**src/rtl/iterative_divider_pkg.sv**
```systemverilog
// Shared types and sizing helpers for the iterative restoring divider.
package iterative_divider_pkg;

  typedef enum logic [1:0] {
    IDLE,
    BUSY,
    DONE
  } div_state_t;

  function automatic int div_cnt_width(input int bit_width);
    return $clog2(bit_width);
  endfunction

endpackage

```
**src/rtl/fast_adder.sv**
```systemverilog
// Grouped carry-lookahead adder: S = A + B + C_IN, combinational, no backpressure.
// P/G expose the per-bit propagate/generate terms for callers that chain adders.
module fast_adder #(
  parameter int bit_width    = 8,
  parameter int cascade_size = 4
) (
  input  logic [bit_width-1:0] A,
  input  logic [bit_width-1:0] B,
  input  logic                 C_IN,
  output logic [bit_width-1:0] S,
  output logic                 C_OUT,
  output logic [bit_width-1:0] P,
  output logic [bit_width-1:0] G
);

  logic [bit_width-1:0] prop;
  logic [bit_width-1:0] gen;
  logic [bit_width:0]   carry;
  logic                 grp_g;
  logic                 grp_p;
  logic                 grp_cin;

  assign prop = A ^ B;
  assign gen  = A & B;

  // Inside a group carries ripple; each group's carry-out is formed from the
  // group generate/propagate terms so the inter-group path stays short.
  always_comb begin
    carry    = '0;
    carry[0] = C_IN;
    grp_g    = 1'b0;
    grp_p    = 1'b1;
    grp_cin  = C_IN;
    for (int i = 0; i < bit_width; i++) begin
      grp_g = gen[i] | (prop[i] & grp_g);
      grp_p = grp_p & prop[i];
      if (((i + 1) % cascade_size == 0) || (i == bit_width - 1)) begin
        carry[i+1] = grp_g | (grp_p & grp_cin);
        grp_cin    = carry[i+1];
        grp_g      = 1'b0;
        grp_p      = 1'b1;
      end else begin
        carry[i+1] = gen[i] | (prop[i] & carry[i]);
      end
    end
  end

  assign S     = prop ^ carry[bit_width-1:0];
  assign C_OUT = carry[bit_width];
  assign P     = prop;
  assign G     = gen;

endmodule

```
**src/rtl/iterative_divider.sv**
```systemverilog
// Restoring divider, one quotient bit per clock; signed operands when ITERATIVE_DIVIDER_SIGNED_EN is defined.
// Latency: bit_width edges from request handshake to OUT_VALID (divide-by-zero: result valid right after handshake).
// Backpressure: result held stable while OUT_READY=0; IN_READY only in IDLE, no same-cycle re-accept.
module iterative_divider
  import iterative_divider_pkg::*;
#(
  parameter int bit_width    = 8,
  parameter int cascade_size = 4
) (
  input  logic                 CLK,
  input  logic                 RST,
  input  logic                 IN_VALID,
  output logic                 IN_READY,
  input  logic [bit_width-1:0] DIVIDEND,
  input  logic [bit_width-1:0] DIVISOR,
  output logic                 OUT_VALID,
  input  logic                 OUT_READY,
  output logic [bit_width-1:0] QUOTIENT,
  output logic [bit_width-1:0] REMAINDER,
  output logic                 DIV_ZERO
);

  localparam int CW = div_cnt_width(bit_width);

  div_state_t           state;
  logic [CW-1:0]        cnt;
  logic [bit_width-1:0] p;
  logic [bit_width-1:0] dvd;
  logic [bit_width-1:0] dvs;
  logic [bit_width-1:0] q;
  logic [bit_width:0]   trial;
  logic [bit_width:0]   diff;
  logic                 no_borrow;
  logic                 diff_msb_unused;
  logic [bit_width-1:0] q_next;
  logic [bit_width-1:0] r_next;
  logic [bit_width-1:0] q_fin;
  logic [bit_width-1:0] r_fin;
  logic [bit_width-1:0] dvd_in;
  logic [bit_width-1:0] dvs_in;

  // The partial remainder always stays below the divisor, so bit_width bits
  // hold it; the extra trial bit only matters for the subtract itself.
  assign trial = {p, dvd[bit_width-1]};

  fast_adder #(
    .bit_width   (bit_width + 1),
    .cascade_size(cascade_size)
  ) u_sub (
    .A    (trial),
    .B    (~{1'b0, dvs}),
    .C_IN (1'b1),
    .S    (diff),
    .C_OUT(no_borrow),
    .P    (),
    .G    ()
  );

  assign diff_msb_unused = diff[bit_width];
  assign q_next          = {q[bit_width-2:0], no_borrow};
  assign r_next          = no_borrow ? diff[bit_width-1:0] : trial[bit_width-1:0];

`ifdef ITERATIVE_DIVIDER_SIGNED_EN
  logic neg_q;
  logic neg_r;

  // Most-negative operand maps to itself, which is its correct unsigned magnitude.
  assign dvd_in = DIVIDEND[bit_width-1] ? -DIVIDEND : DIVIDEND;
  assign dvs_in = DIVISOR[bit_width-1]  ? -DIVISOR  : DIVISOR;
  assign q_fin  = neg_q ? -q_next : q_next;
  assign r_fin  = neg_r ? -r_next : r_next;
`else
  assign dvd_in = DIVIDEND;
  assign dvs_in = DIVISOR;
  assign q_fin  = q_next;
  assign r_fin  = r_next;
`endif

  always_ff @(posedge CLK or posedge RST) begin
    if (RST) begin
      state     <= IDLE;
      cnt       <= '0;
      p         <= '0;
      dvd       <= '0;
      dvs       <= '0;
      q         <= '0;
      IN_READY  <= 1'b1;
      OUT_VALID <= 1'b0;
      QUOTIENT  <= '0;
      REMAINDER <= '0;
      DIV_ZERO  <= 1'b0;
`ifdef ITERATIVE_DIVIDER_SIGNED_EN
      neg_q     <= 1'b0;
      neg_r     <= 1'b0;
`endif
    end else begin
      case (state)
        IDLE: begin
          if (IN_VALID) begin
            IN_READY <= 1'b0;
            if (DIVISOR == '0) begin
              state     <= DONE;
              OUT_VALID <= 1'b1;
              QUOTIENT  <= '1;
              REMAINDER <= DIVIDEND;
              DIV_ZERO  <= 1'b1;
            end else begin
              state    <= BUSY;
              cnt      <= CW'(bit_width - 1);
              p        <= '0;
              q        <= '0;
              dvd      <= dvd_in;
              dvs      <= dvs_in;
              DIV_ZERO <= 1'b0;
`ifdef ITERATIVE_DIVIDER_SIGNED_EN
              neg_q    <= DIVIDEND[bit_width-1] ^ DIVISOR[bit_width-1];
              neg_r    <= DIVIDEND[bit_width-1];
`endif
            end
          end
        end
        BUSY: begin
          p   <= r_next;
          q   <= q_next;
          dvd <= {dvd[bit_width-2:0], 1'b0};
          cnt <= cnt - 1'b1;
          if (cnt == '0) begin
            state     <= DONE;
            OUT_VALID <= 1'b1;
            QUOTIENT  <= q_fin;
            REMAINDER <= r_fin;
          end
        end
        DONE: begin
          if (OUT_READY) begin
            state     <= IDLE;
            OUT_VALID <= 1'b0;
            IN_READY  <= 1'b1;
          end
        end
        default: state <= IDLE;
      endcase
    end
  end

endmodule

```
**config.mk**
```make
export PLATFORM = sky130hd
export DESIGN_NAME = iterative_divider
export DESIGN_NICKNAME = d
export VERILOG_FILES = /design/src/rtl/iterative_divider_pkg.sv /design/src/rtl/fast_adder.sv /design/src/rtl/iterative_divider.sv
export SDC_FILE = /design/constraint.sdc
export NUM_CORES = 1
export LEC_CHECK = 0
export CORE_ASPECT_RATIO = 1.2
export CORE_MARGIN = 1.5
export CORE_UTILIZATION = 45
export DETAILED_ROUTE_END_ITERATION = 10
export GPL_ROUTABILITY_DRIVEN = 0
export PLACE_DENSITY = 0.68
export SYNTH_ARGS = -nofsm -noshare
export SYNTH_HDL_FRONTEND = slang
export SYNTH_SLANG_ARGS = --single-unit
```
**constraint.sdc**
```tcl
create_clock -name CLK -period 2.9 [get_ports CLK]
set_clock_uncertainty 0.05 [all_clocks]
set_input_delay 0.58 -clock CLK [delete_from_list [all_inputs] [get_ports CLK]]
set_output_delay 0.58 -clock CLK [all_outputs]
set_load 0.02 [all_outputs]
```
# Word level (Yosys, flattened, before mapping)
# Index checks and enable logic that the tools add are counted.
[word_totals]
regBits = 55
input_bits = 20
elab_cells = 104
out_inout_bits = 19
[classes]
eq_ne = 7
mux = 33
bitwise = 39
addsub = 1
n_reduce_logical = 13
[op_table]
columns = ["op", "n"]
rows = [
  ["$mux 8", 11],
  ["$pmux 8 s2", 4],
  ["$and 1x1->1", 19],
  ["$or 1x1->1", 15],
  ["$pmux 7 s2", 1],
  ["$reduce_and 3->1", 4],
  ["$ne 2x2->1 const B", 5],
  ["$and 9x9->9", 1],
  ["$not 8->9", 1],
  ["$xor 9x9->9", 1],
  ["$logic_not 8->1", 1],
  ["$mux 2", 4],
  ["$xor 8x8->8", 1],
  ["$mux 1", 7],
  ["$mux 3", 2],
  ["$pmux 2 s3", 1],
  ["$pmux 3 s2", 1],
  ["$reduce_and 5->1", 1],
  ["$reduce_and 4->1", 1],
  ["$reduce_bool 2->1", 2],
  ["$logic_not 3->1", 1],
  ["$pmux 1 s3", 1],
  ["$reduce_bool 3->1", 1],
  ["$sub 3x1->3 const B", 1],
  ["other kinds (6)", 6],
]

# Depth between registers and ports, before layout
# Gate-level depths: netlist of run 1.
[depth]
word_depth = 19
depth_mapped = 11

# By module
# From an unflattened synthesis of run 1, not the netlist that was laid out.
[unflattened]
cells_unflattened = 239
area_unflattened_um2 = 2845.2
[by_module_without_submodules]
columns = ["mod", "area_per_inst_um2", "cells_per_inst", "instances"]
rows = [
  ["iterative_divider", 2473.6, 202, 1],
  ["fast_adder", 371.6, 37, 1],
]

# Worst setup path before layout of run 1
# No wires, ideal clock.
[synth_timing]
path_kind = "register to register"
start = "reg dvd[7]"
end = "reg REMAINDER[7]"
setup_slack_ns = 0.272
period_less_slack_ns = 2.628
t_required_ns = 2.785
n_path_buf = 0
stages_incl_launch_ff = 12
arrival_ns = 2.513
cell_sequence = "dfrtp_1 -> inv_1 -> ha_1 -> o21ai_0 -> o2bb2ai_1 -> fa_1 -> fa_1 -> fa_1 -> xnor2_1 -> nand2_1 -> mux2i_1 -> o22a_1"
[synth_between]
elab_chain_cells = 18
[synth_lines]
columns = ["element", "line", "source"]
rows = [
  ["start, declared", "iterative_divider.sv:28", "logic [bit_width-1:0] dvd;"],
  ["start signal, assigned", "iterative_divider.sv:112", "dvd <= dvd_in;"],
  ["start signal, assigned", "iterative_divider.sv:125", "dvd <= {dvd[bit_width-2:0], 1'b0};"],
  ["$and 9x9->9", "fast_adder.sv:24", "assign gen = A & B;"],
  ["$and 1x1->1", "fast_adder.sv:35", "grp_g = gen[i] | (prop[i] & grp_g);"],
  ["$or 1x1->1", "fast_adder.sv:35", ""],
  ["$and 1x1->1", "fast_adder.sv:35", ""],
  ["$or 1x1->1", "fast_adder.sv:35", ""],
  ["$and 1x1->1", "fast_adder.sv:35", ""],
  ["$or 1x1->1", "fast_adder.sv:35", ""],
  ["$or 1x1->1 (*)", "fast_adder.sv:38", "carry[i+1] = grp_g | (grp_p & grp_cin);"],
  ["[2 not listed]", "--", ""],
  ["$and 1x1->1", "fast_adder.sv:43", "carry[i+1] = gen[i] | (prop[i] & carry[i]);"],
  ["$or 1x1->1", "fast_adder.sv:43", ""],
  ["$and 1x1->1", "fast_adder.sv:43", ""],
  ["$or 1x1->1", "fast_adder.sv:43", ""],
  ["$xor 8x8->8", "fast_adder.sv:48", "assign S = prop ^ carry[bit_width-1:0];"],
  ["$mux 8 (*)", "iterative_divider.sv:61", "assign r_next = no_borrow ? diff[bit_width-1:0] : trial[bit_width-1:0];"],
  ["$mux 8 (*)", "iterative_divider.sv:127", "if (cnt == '0) begin"],
  ["$pmux 8 s2 (*)", "iterative_divider.sv:97", "case (state)"],
  ["end signal, assigned", "iterative_divider.sv:131", "REMAINDER <= r_fin;"],
  ["end, declared", "iterative_divider.sv:19", "output logic [bit_width-1:0] REMAINDER,"],
]
# Mark *: on every way between the ends. The rest lies on a longest branch, timed or not. The select of a mux whose other input is x is not followed.
# A chain may end at the register's enable or synchronous reset.

# Worst setup path in the final report of run 1
[layout_timing]
start = "reg p[2]"
end = "reg REMAINDER[6]"
[layout_between]
elab_chain_cells = 12
[layout_lines]
columns = ["element", "line", "source"]
rows = [
  ["start, declared", "iterative_divider.sv:27", "logic [bit_width-1:0] p;"],
  ["start signal, assigned", "iterative_divider.sv:123", "p <= r_next;"],
  ["$xor 9x9->9", "fast_adder.sv:23", "assign prop = A ^ B;"],
  ["$and 1x1->1", "fast_adder.sv:35", ""],
  ["$or 1x1->1", "fast_adder.sv:35", ""],
  ["$or 1x1->1 (*)", "fast_adder.sv:38", ""],
  ["$and 1x1->1", "fast_adder.sv:43", ""],
  ["$or 1x1->1", "fast_adder.sv:43", ""],
  ["$and 1x1->1", "fast_adder.sv:43", ""],
  ["$or 1x1->1", "fast_adder.sv:43", ""],
  ["$xor 8x8->8", "fast_adder.sv:48", ""],
  ["$mux 8 (*)", "iterative_divider.sv:61", ""],
  ["$mux 8 (*)", "iterative_divider.sv:127", ""],
  ["$pmux 8 s2 (*)", "iterative_divider.sv:97", ""],
]
# Marked as above.

==> results.txt, run 1 <==
Peak Freq: 0.3670 GHz
CTS root buffer: clkbuf_8
row count: 31
ratio of final minimum period to clock period: 0.9395
post-route total power: 4.162 mW
FF/Latch Area: 0.001378 mm2
area occupied by multi-input gates: 0.001229 mm2
clock slew at reported path FFs: 0.10 ns
largest stage delay on the critical path: 0.53 ns
CP Max Fanout: 3
worst-path cell chain: ha_1 -> o21a_1 -> o2bb2ai_2 -> fa_2 -> fa_1 -> fa_2 -> nor2_1 -> mux2i_1 -> a31oi_1
io pins: 39
Max Cap Viol: 0
sequential cell area fraction in the yosys report: 0.4937
Die Span Y: 89.26 um
Crit path top cell by count: fa_2
DRT iter0 DRCs: 138
largest cells by area after synthesis: dfrtp_1 (48%), ha_1 (4.9%), nand2_1 (4.8%), nor2_1 (4.4%), inv_1 (3.8%)
count of final setup violators: 0
min-delay src: p[7]$_DFFE_PP0P_
vias in the first global route: 2,092
TritonCTS buffer count: 5
worst reg2reg startpoint: p[2]$_DFFE_PP0P_
drt drc: 0
post-route design area: 0.003373 mm2
final wirelength: 6.004 mm
Power Density: 1234 mW/mm2
antenna-violating nets left: 0
routed vias/inst: 5.316
Hold EP: p[7]$_DFFE_PP0P_
crit start category: flip-flop
Die W: 74.88 um
Async S/R FF share, synth: 1.000
min Tclk post-route: 2.724 ns
Final Core Density: 0.5611
wire per inst: 15.28 um
commonest non-fill, non-tap cells in the layout: dfrtp_1 (54), clkdlybuf4s50_1 (38), nand2_1 (36)
dpl cell area: 0.003246 mm2
crit path max-delay cell type: fa_2
Synth top area share: 0.4843
Final Hold Fails: 0
flop2flop setup slack: 0.18 ns
initial antenna violation count: 0
Max-slew headroom: 0.4555
CP required: 3.04 ns
area leader, netlist: dfrtp_1
Slew Limit Fails: 0
pre-CTS setup slack: 0.05243 ns
post-synthesis register bit count: 55
Hold WC Path Type: flip-flop to flip-flop
WHS: 0.4439 ns
Critical Path AT: 2.86 ns
Global Route Usage Sum: 0.2001
Syn. warnings: 0
# hold bufs at CTS: 0
first-pass iteration count of the detailed router: 7
Max VDD drop: 0.5541 mV
synth-to-layout area growth: 20.90%
diodes inserted: 0
Clock Latency Late Sink: 0.31 ns
kind of critical path: flip-flop to flip-flop
crit path capture type: flip-flop
# port buffers: 38
worst reg2reg path depth: 9
Core Area: 0.006012 mm2
post-route insts no fill: 393
pin count of the biggest net entering global routing: 34
filler instances: 567
Setup TNS Final: 0 ns
most common cell after layout, fill and taps aside: dfrtp_1
Longest Clk Path Bufs: 2
GRT Residual Overflow: 0
CTS tree: done
Synth Area per Inst: 10.18 um2
effective utilization at floorplan: 0.4641
Num Clock Sinks: 55
htree depth: 2
Syn Inst Count: 274
fraction of layout cells with a size suffix above 1: 0.09325
synthesized cell area: 0.002790 mm2
leakage: 1.524 nW
RSZ-0062 raised after global routing: false
synth unique cells: 40
Die Area: 0.006683 mm2
status: finished, final reports clean
first-pass GRT wire length: 10.06 mm
measured slew at the worst slew-check pin: 0.8159 ns
Cells after DPL: 385
vias: 2,089
Syn Nets: 310
Worst Slack Setup Final: 0.1755 ns
Final #Nets: 346
EDFF count, synth: 0
reg2reg end: REMAINDER[6]$_DFFE_PP0P_
Synth Flop Type: dfrtp_1
Hold Crit Depth: 1
Final HPWL DP: 4.335 mm
-- Yosys cell counts, types with 2 or more instances --
cell      count
a21o_1        3
a21oi_1      14
a222oi_1      7
a22o_1        6
a22oi_1       2
a31oi_1       5
buf_2         6
buf_6         4
clkbuf_1      4
dfrtp_1      54
fa_1          5
ha_1         11
inv_1        28
mux2i_1       8
nand2_1      36
nor2_1       33
nor4_4        2
o21ai_0      19
o22a_1        4
o22ai_1       3
-- critical path: cells and delay by family (launching register included) --
| family | cells | cell delay, ns |
|---|---|---|
| mux | 1 | 0.18 |
| fa+ha+maj | 4 | 1.60 |
| compound gates | 3 | 0.34 |
| flops | 1 | 0.41 |
| simple gates | 1 | 0.04 |
-- kinds of logic (layout without fill, tap and decap cells) --
logic type | after synthesis | after routing | share of synthesized area
fa+ha+maj | 16 | 16 | 0.08520
compound gates | 73 | 73 | 0.1879
flops | 55 | 55 | 0.4937
mux | 9 | 9 | 0.03274
buf+inv | 42 | 79 | 0.06995
xor+xnor | 2 | 2 | 0.006279
simple gates | 77 | 77 | 0.1242
-- metal layers --
metal	track usage	part of all wire	vias up	routed length (um)
met3	0.02706	0.042	7	251
li1	-	-	1005	-
met1	0.2665	0.44	1019	2617
met5	0	0	-	0
met2	0.3379	0.51	58	3046
met4	0.06116	0.014	0	87
-- state kept, by name (all words and copies together) (netlist names) --
register,count
DIV_ZERO,1
IN_READY,1
OUT_VALID,1
QUOTIENT,8
REMAINDER,8
cnt,3
dvd,8
dvs,8
p,8
q,7
state,2
-- area by class of cell --
class / instances / area share
timing repair buffer: 43 / 0.1313
clock buffer: 5 / 0.02040
clock inverter: 3 / 0.01409
sequential: 55 / 0.4084
multi-input combinational: 177 / 0.3642
tap: 82 / 0.03042
inverter: 28 / 0.03116
-- where the power goes --
part           total [mW]  internal (mW)  switching [mW]  leakage, nW
Sequential           1.36           1.12           0.240        0.659
Combinational        2.28           1.02            1.26        0.807
Clock               0.523          0.262           0.261       0.0587
-- worst max-delay path by stage --
stage	slack (ns)	start	cells after the start	endpoint
CTS	0.02	dvd[7]$_DFFE_PP0P_	11	REMAINDER[7]$_DFFE_PP0P_
finish	0.18	p[2]$_DFFE_PP0P_	9	REMAINDER[6]$_DFFE_PP0P_
global route	0.04	dvd[7]$_DFFE_PP0P_	11	REMAINDER[7]$_DFFE_PP0P_
detailed placement	0.05	dvd[7]$_DFFE_PP0P_	11	REMAINDER[7]$_DFFE_PP0P_
floorplan	0.27	dvd[7]$_DFFE_PP0P_	11	REMAINDER[7]$_DFFE_PP0P_
global placement	0.13	dvd[7]$_DFFE_PP0P_	11	REMAINDER[7]$_DFFE_PP0P_
-- what timing repair did --
action | CTS | global route
endpoints found under the setup margin | 0 | 2
gates resized for setup | 0 | 4
setup buffers | 0 | 0
Note: power is estimated with default switching activity, not from simulation.
==> inputs of run 2 (changes only) <==
CORE_ASPECT_RATIO = 0.7   (was 1.2)
==> run 2 against run 1 <==
Register-to-register slack barely moved. Count of clock-buffer cells in the layout is the same. Combinational power is essentially flat. Via count decreased by 1.3%. Total power up 2.1%. Wire length up 0.92%. Critical path type unchanged. Critical endpoint unchanged. Largest power group unchanged. Highest routed layer unchanged.
==> results.txt, run 2 (synthesis results as in run 1) <==
status: finished, final reports clean
Die Span Y: 68.88 um (-23%)
Setup TNS Final: 0 ns (unchanged)
TritonCTS buffer count: 5 (unchanged)
wire per inst: 15.70 um (+2.7%)
Final HPWL DP: 4.249 mm (-2.0%)
final wirelength: 6.059 mm (+0.92%)
filler instances: 513 (-9.5%)
Final Core Density: 0.5776 (+0.01656)
Max Cap Viol: 0 (unchanged)
worst reg2reg startpoint: dvd[7]$_DFFE_PP0P_
pin count of the biggest net entering global routing: 56 (+65%)
antenna-violating nets left: 0 (unchanged)
crit path capture type: flip-flop
CTS root buffer: clkbuf_8
htree depth: 2 (unchanged)
crit path from: dvd[7]$_DFFE_PP0P_
first-pass GRT wire length: 10.27 mm (+2.1%)
Post-Route M1 WL: 3.229 mm (+23%)
Buf/Inv on CP: 1 (+1)
Final #Nets: 346 (unchanged)
GRT Residual Overflow: 0 (unchanged)
postcts setup bufs: 0 (unchanged)
cts repair resizes: 0 (unchanged)
min Tclk post-route: 2.716 ns (-0.007972 ns)
CP Max Fanout: 3 (unchanged)
Crit path top cell by count: fa_2
uppermost routed layer: met4
effective utilization at floorplan: 0.4776 (+0.01352)
Hold WC Path Type: flip-flop to flip-flop
first-pass iteration count of the detailed router: 4 (-3)
commonest non-fill, non-tap cells in the layout: dfrtp_1 (54), clkdlybuf4s50_1 (38), nand2_1 (36)
count of final setup violators: 0 (unchanged)
# hold bufs at CTS: 0 (unchanged)
Final Hold Fails: 0 (unchanged)
CTS tree: done
row count: 23 (-26%)
Die W: 97.12 um (+30%)
Die Area: 0.006689 mm2 (about the same)
Slew Limit Fails: 0 (unchanged)
Max-slew headroom: 0.4216 (-0.03391)
ratio of final minimum period to clock period: 0.9367 (-0.002749)
Longest Clk Path Bufs: 2 (unchanged)
drt drc: 0 (unchanged)
Core Area: 0.005842 mm2 (-2.8%)
RSZ-0062 raised after global routing: false
io pins: 39 (unchanged)
area occupied by multi-input gates: 0.001231 mm2 (+0.20%)
Top delay family on crit path: adder cells
diodes inserted: 0 (unchanged)
crit path max-delay cell type: fa_2
CP required: 3.04 ns (about the same)
DR WL met2: 2.524 mm (-17%)
WHS: 0.4527 ns (+0.008850 ns)
measured slew at the worst slew-check pin: 0.8667 ns (+0.05081 ns)
Power Density: 1259 mW/mm2 (+2.0%)
leakage: 1.524 nW (about the same)
initial antenna violation count: 0 (unchanged)
Clock Latency Late Sink: 0.32 ns (about the same)
Num Clock Sinks: 55 (unchanged)
crit start category: flip-flop
Peak Freq: 0.3681 GHz (+0.29%)
FF/Latch Area: 0.001378 mm2 (unchanged)
worst-path cell chain: inv_1 -> ha_1 -> o21ai_0 -> o2bb2ai_2 -> fa_2 -> fa_2 -> fa_2 -> nor2_1 -> mux2i_1 -> a31oi_1
DRT iter0 DRCs: 132 (-4.3%)
kind of critical path: flip-flop to flip-flop
# port buffers: 38 (unchanged)
met3 wire length: 270 um (+7.6%)
vias in the first global route: 2,004 (-4.2%)
Critical Path AT: 2.86 ns (about the same)
routed vias/inst: 5.342 (+0.50%)
post-route total power: 4.249 mW (+2.1%)
most common cell after layout, fill and taps aside: dfrtp_1
vias: 2,062 (-1.3%)
min-delay src: cnt[0]$_DFFE_PP0P_
synth-to-layout area growth: 20.94% (about the same)
Max VDD drop: 0.6687 mV (+21%)
Global Route Usage Sum: 0.1985 (-0.001604)
clock slew at reported path FFs: 0.10 ns (about the same)
largest stage delay on the critical path: 0.52 ns (about the same)
fraction of layout cells with a size suffix above 1: 0.09646 (+0.003215)
==> run 2: cell types whose count changed in the layout (fill, tap and decap cells not counted), sizes merged <==
| cell | change |
|---|---|
| bufinv | +1 |
| clkinv | -1 |
| inv | -1 |
| clkinvlp | +1 |
==> run 2: final cells by class <==
cell class / count / area share
Sequential cell: 55 / 0.4082
Multi-Input combinational cell: 177 / 0.3648
Timing Repair Buffer: 43 / 0.1275
Inverter: 28 / 0.03115
Tap cell: 75 / 0.02781
Clock buffer: 5 / 0.02039
Clock inverter: 3 / 0.02002
==> run 2: stage by stage <==
stage,instance area (um2),setup slack [ns],instances
final,3374,0.1835,386
after global routing,3374,0.02276,386
after CTS,3361,0.07859,386
after detailed placement,3224,0.09751,378
after global placement,3224,0.1578,378
after floorplan,2790,0.2719,274
==> run 2: where the power goes <==
part	internal (mW)	switching [mW]
sequential	1.12	0.242
combinational	1.02	1.25
clock	0.345	0.270
total	2.48	1.77
==> run 2: layer usage <==
metal,up-vias,track usage
met5,-,0
met4,0,0.04891
met3,6,0.03629
met2,46,0.3103
met1,1006,0.2894
li1,1004,-
==> run 2: worst paths after layout <==
path / end / slack (ns) / cells after the start
max reg2reg: REMAINDER[6]$_DFFE_PP0P_ / 0.18 / 10
min reg2reg: cnt[0]$_DFFE_PP0P_ / 0.45 / 1
max: REMAINDER[6]$_DFFE_PP0P_ / 0.18 / 10
min: cnt[0]$_DFFE_PP0P_ / 0.45 / 1
min in group asynchronous: QUOTIENT[7]$_DFFE_PP0P_ / 0.72 / 3
max in group asynchronous: cnt[1]$_DFFE_PP0P_ / 1.61 / 3
==> run 2: worst reg2reg max path: cells and delay by family (launching register included) <==
kind                     cells  cell delay [ns]
adder cells (fa/ha/maj)      4             1.49
buffers and inverters        1             0.07
flip-flops                   1             0.38
AND/OR/NAND/NOR              1             0.04
multiplexers                 1             0.20
AO/OA/AOI/OAI                3             0.35
==> inputs of run 3 (changes only) <==
CORE_MARGIN = 2   (was 1.5)
==> run 3 against run 2 <==
Cell count rose by 0.78%. Sequential share of layout area rose by 0.55 points. First-iteration DRC count rose by 17%. Sequential power barely moved. Die area rose by 2.5%. Via count rose by 2.4%. Critical path depth did not move. Critical endpoint is now REMAINDER[7]$_DFFE_PP0P_.
==> results.txt, run 3 (synthesis results as in run 1) <==
CTS tree: done
htree depth: 2 (unchanged)
antenna-violating nets left: 0 (unchanged)
count of final setup violators: 0 (unchanged)
leakage: 1.520 nW (-0.28%)
Setup TNS Final: 0 ns (unchanged)
measured slew at the worst slew-check pin: 0.8832 ns (+0.01652 ns)
CTS root buffer: clkbuf_8
initial antenna violation count: 0 (unchanged)
Power Density: 1228 mW/mm2 (-2.5%)
vias: 2,112 (+2.4%)
crit start category: flip-flop
CP required: 3.10 ns (+0.06 ns)
kind of critical path: flip-flop to flip-flop
Final Core Density: 0.5699 (-0.007711)
Longest Clk Path Bufs: 2 (unchanged)
TritonCTS buffer count: 5 (unchanged)
status: finished, final reports clean
min Tclk post-route: 2.743 ns (+0.02680 ns)
synth-to-layout area growth: 19.33%
Core Area: 0.005842 mm2 (unchanged)
Final HPWL DP: 4.544 mm (+6.9%)
crit path from: p[2]$_DFFE_PP0P_
crit path capture type: flip-flop
diodes inserted: 0 (unchanged)
pin count of the biggest net entering global routing: 28 (-50%)
fraction of layout cells with a size suffix above 1: 0.1019 (+0.005448)
first-pass GRT wire length: 10.44 mm (+1.6%)
worst reg2reg startpoint: p[2]$_DFFE_PP0P_
Die Span Y: 69.88 um (+1.5%)
routed vias/inst: 5.429 (+1.6%)
Global Route Usage Sum: 0.1905 (-0.007953)
Critical Path AT: 2.95 ns (+0.09 ns)
min-delay src: dvd[0]$_DFFE_PP0P_
# hold bufs at CTS: 0 (unchanged)
Max-slew headroom: 0.4105 (-0.01103)
first-pass iteration count of the detailed router: 6 (+2)
Final Hold Fails: 0 (unchanged)
Die Area: 0.006856 mm2 (+2.5%)
commonest non-fill, non-tap cells in the layout: dfrtp_1 (54), clkdlybuf4s50_1 (38), nand2_1 (36)
drt drc: 0 (unchanged)
effective utilization at floorplan: 0.4776 (unchanged)
io pins: 39 (unchanged)
Cells after DPL: 380 (+0.53%)
DRT iter0 DRCs: 154 (+17%)
Max Cap Viol: 0 (unchanged)
GRT Residual Overflow: 0 (unchanged)
Die W: 98.12 um (+1.0%)
most common cell after layout, fill and taps aside: dfrtp_1
clock slew at reported path FFs: 0.10 ns (about the same)
Clock Latency Late Sink: 0.31 ns (about the same)
ratio of final minimum period to clock period: 0.9460 (+0.009243)
Hold WC Path Type: flip-flop to flip-flop
vias in the first global route: 2,075 (+3.5%)
Final #Nets: 349 (+0.87%)
Num Clock Sinks: 55 (unchanged)
RSZ-0062 raised after global routing: false
post-route insts no fill: 389 (+0.78%)
wire per inst: 16.28 um (+3.7%)
Slew Limit Fails: 0 (unchanged)
final wirelength: 6.333 mm (+4.5%)
row count: 23 (unchanged)
Peak Freq: 0.3645 GHz (-0.98%)
Max VDD drop: 0.5186 mV (-22%)
# port buffers: 38 (unchanged)
CP Max Fanout: 3 (unchanged)
-- run 3: cell types whose count changed in the layout (fill, tap and decap cells not counted) --
cell / before / now
buf_12: 1 / 0
buf_4: 4 / 8
bufinv_16: 2 / 0
clkinv_2: 0 / 3
clkinvlp_4: 1 / 0
fa_1: 2 / 3
fa_2: 3 / 2
o21ai_0: 19 / 18
o21ai_1: 1 / 2
-- run 3: worst paths after layout --
check	to	slack, ns	cells past startpoint
setup / recovery	REMAINDER[7]$_DFFE_PP0P_	0.16	10
hold / removal	dvd[0]$_DFFE_PP0P_	0.45	2
setup reg to reg	REMAINDER[7]$_DFFE_PP0P_	0.16	10
hold reg to reg	dvd[0]$_DFFE_PP0P_	0.45	2
max in group asynchronous	IN_READY$_DFFE_PP1P_	1.63	3
min in group asynchronous	REMAINDER[5]$_DFFE_PP0P_	0.52	2
-- run 3: what timing repair did --
item | in CTS | in global routing
resized for setup | 0 | 4
endpoints found under the setup margin | 0 | 4
setup buffers | 0 | 1
-- run 3: per-stage QoR --
step	power (mW)	instance area, um2	hold WS, ns	worst slack (ns)
final	4.088	3329	0.4505	0.1567
after global routing	4.471	3329	0.4755	0.005008
after CTS	4.079	3311	0.4537	0.03157
after detailed placement	3.641	3227	0.4272	0.06464
after global placement	3.578	3227	0.4170	0.1540
after floorplan	2.996	2790	0.3988	0.2719
-- run 3: critical path, cell delays in order (launching register included) --
cell and delay [ns]:
dfrtp_1 0.42, ha_1 0.33, o21a_1 0.14, o2bb2ai_2 0.09
fa_2 0.35, fa_2 0.34, fa_1 0.38, xnor2_1 0.17
nand2_1 0.07, mux2i_1 0.19, o22a_1 0.15
-- run 3: routing by layer --
metal | up-vias | part of all wire | track usage
li1 | 1010 | - | -
met1 | 1034 | 0.49 | 0.2828
met2 | 61 | 0.44 | 0.2793
met3 | 7 | 0.056 | 0.04905
met4 | 0 | 0.0096 | 0.04784
met5 | - | 0 | 0
-- run 3: cell type report --
| class | instances | area (um2) |
|---|---|---|
| clock buffer | 5 | 68.82 |
| clock inverter | 3 | 15.01 |
| fill | 521 | 2512 |
| inverter | 28 | 105.1 |
| multi-input combinational | 177 | 1229 |
| sequential | 55 | 1378 |
| tap | 75 | 93.84 |
| timing repair buffer | 46 | 440.4 |
-- run 3: power by group --
part / switching (mW) / total, mW / internal [mW]
clock: 0.253 / 0.419 / 0.166
sequential: 0.239 / 1.36 / 1.12
combinational: 1.29 / 2.31 / 1.02
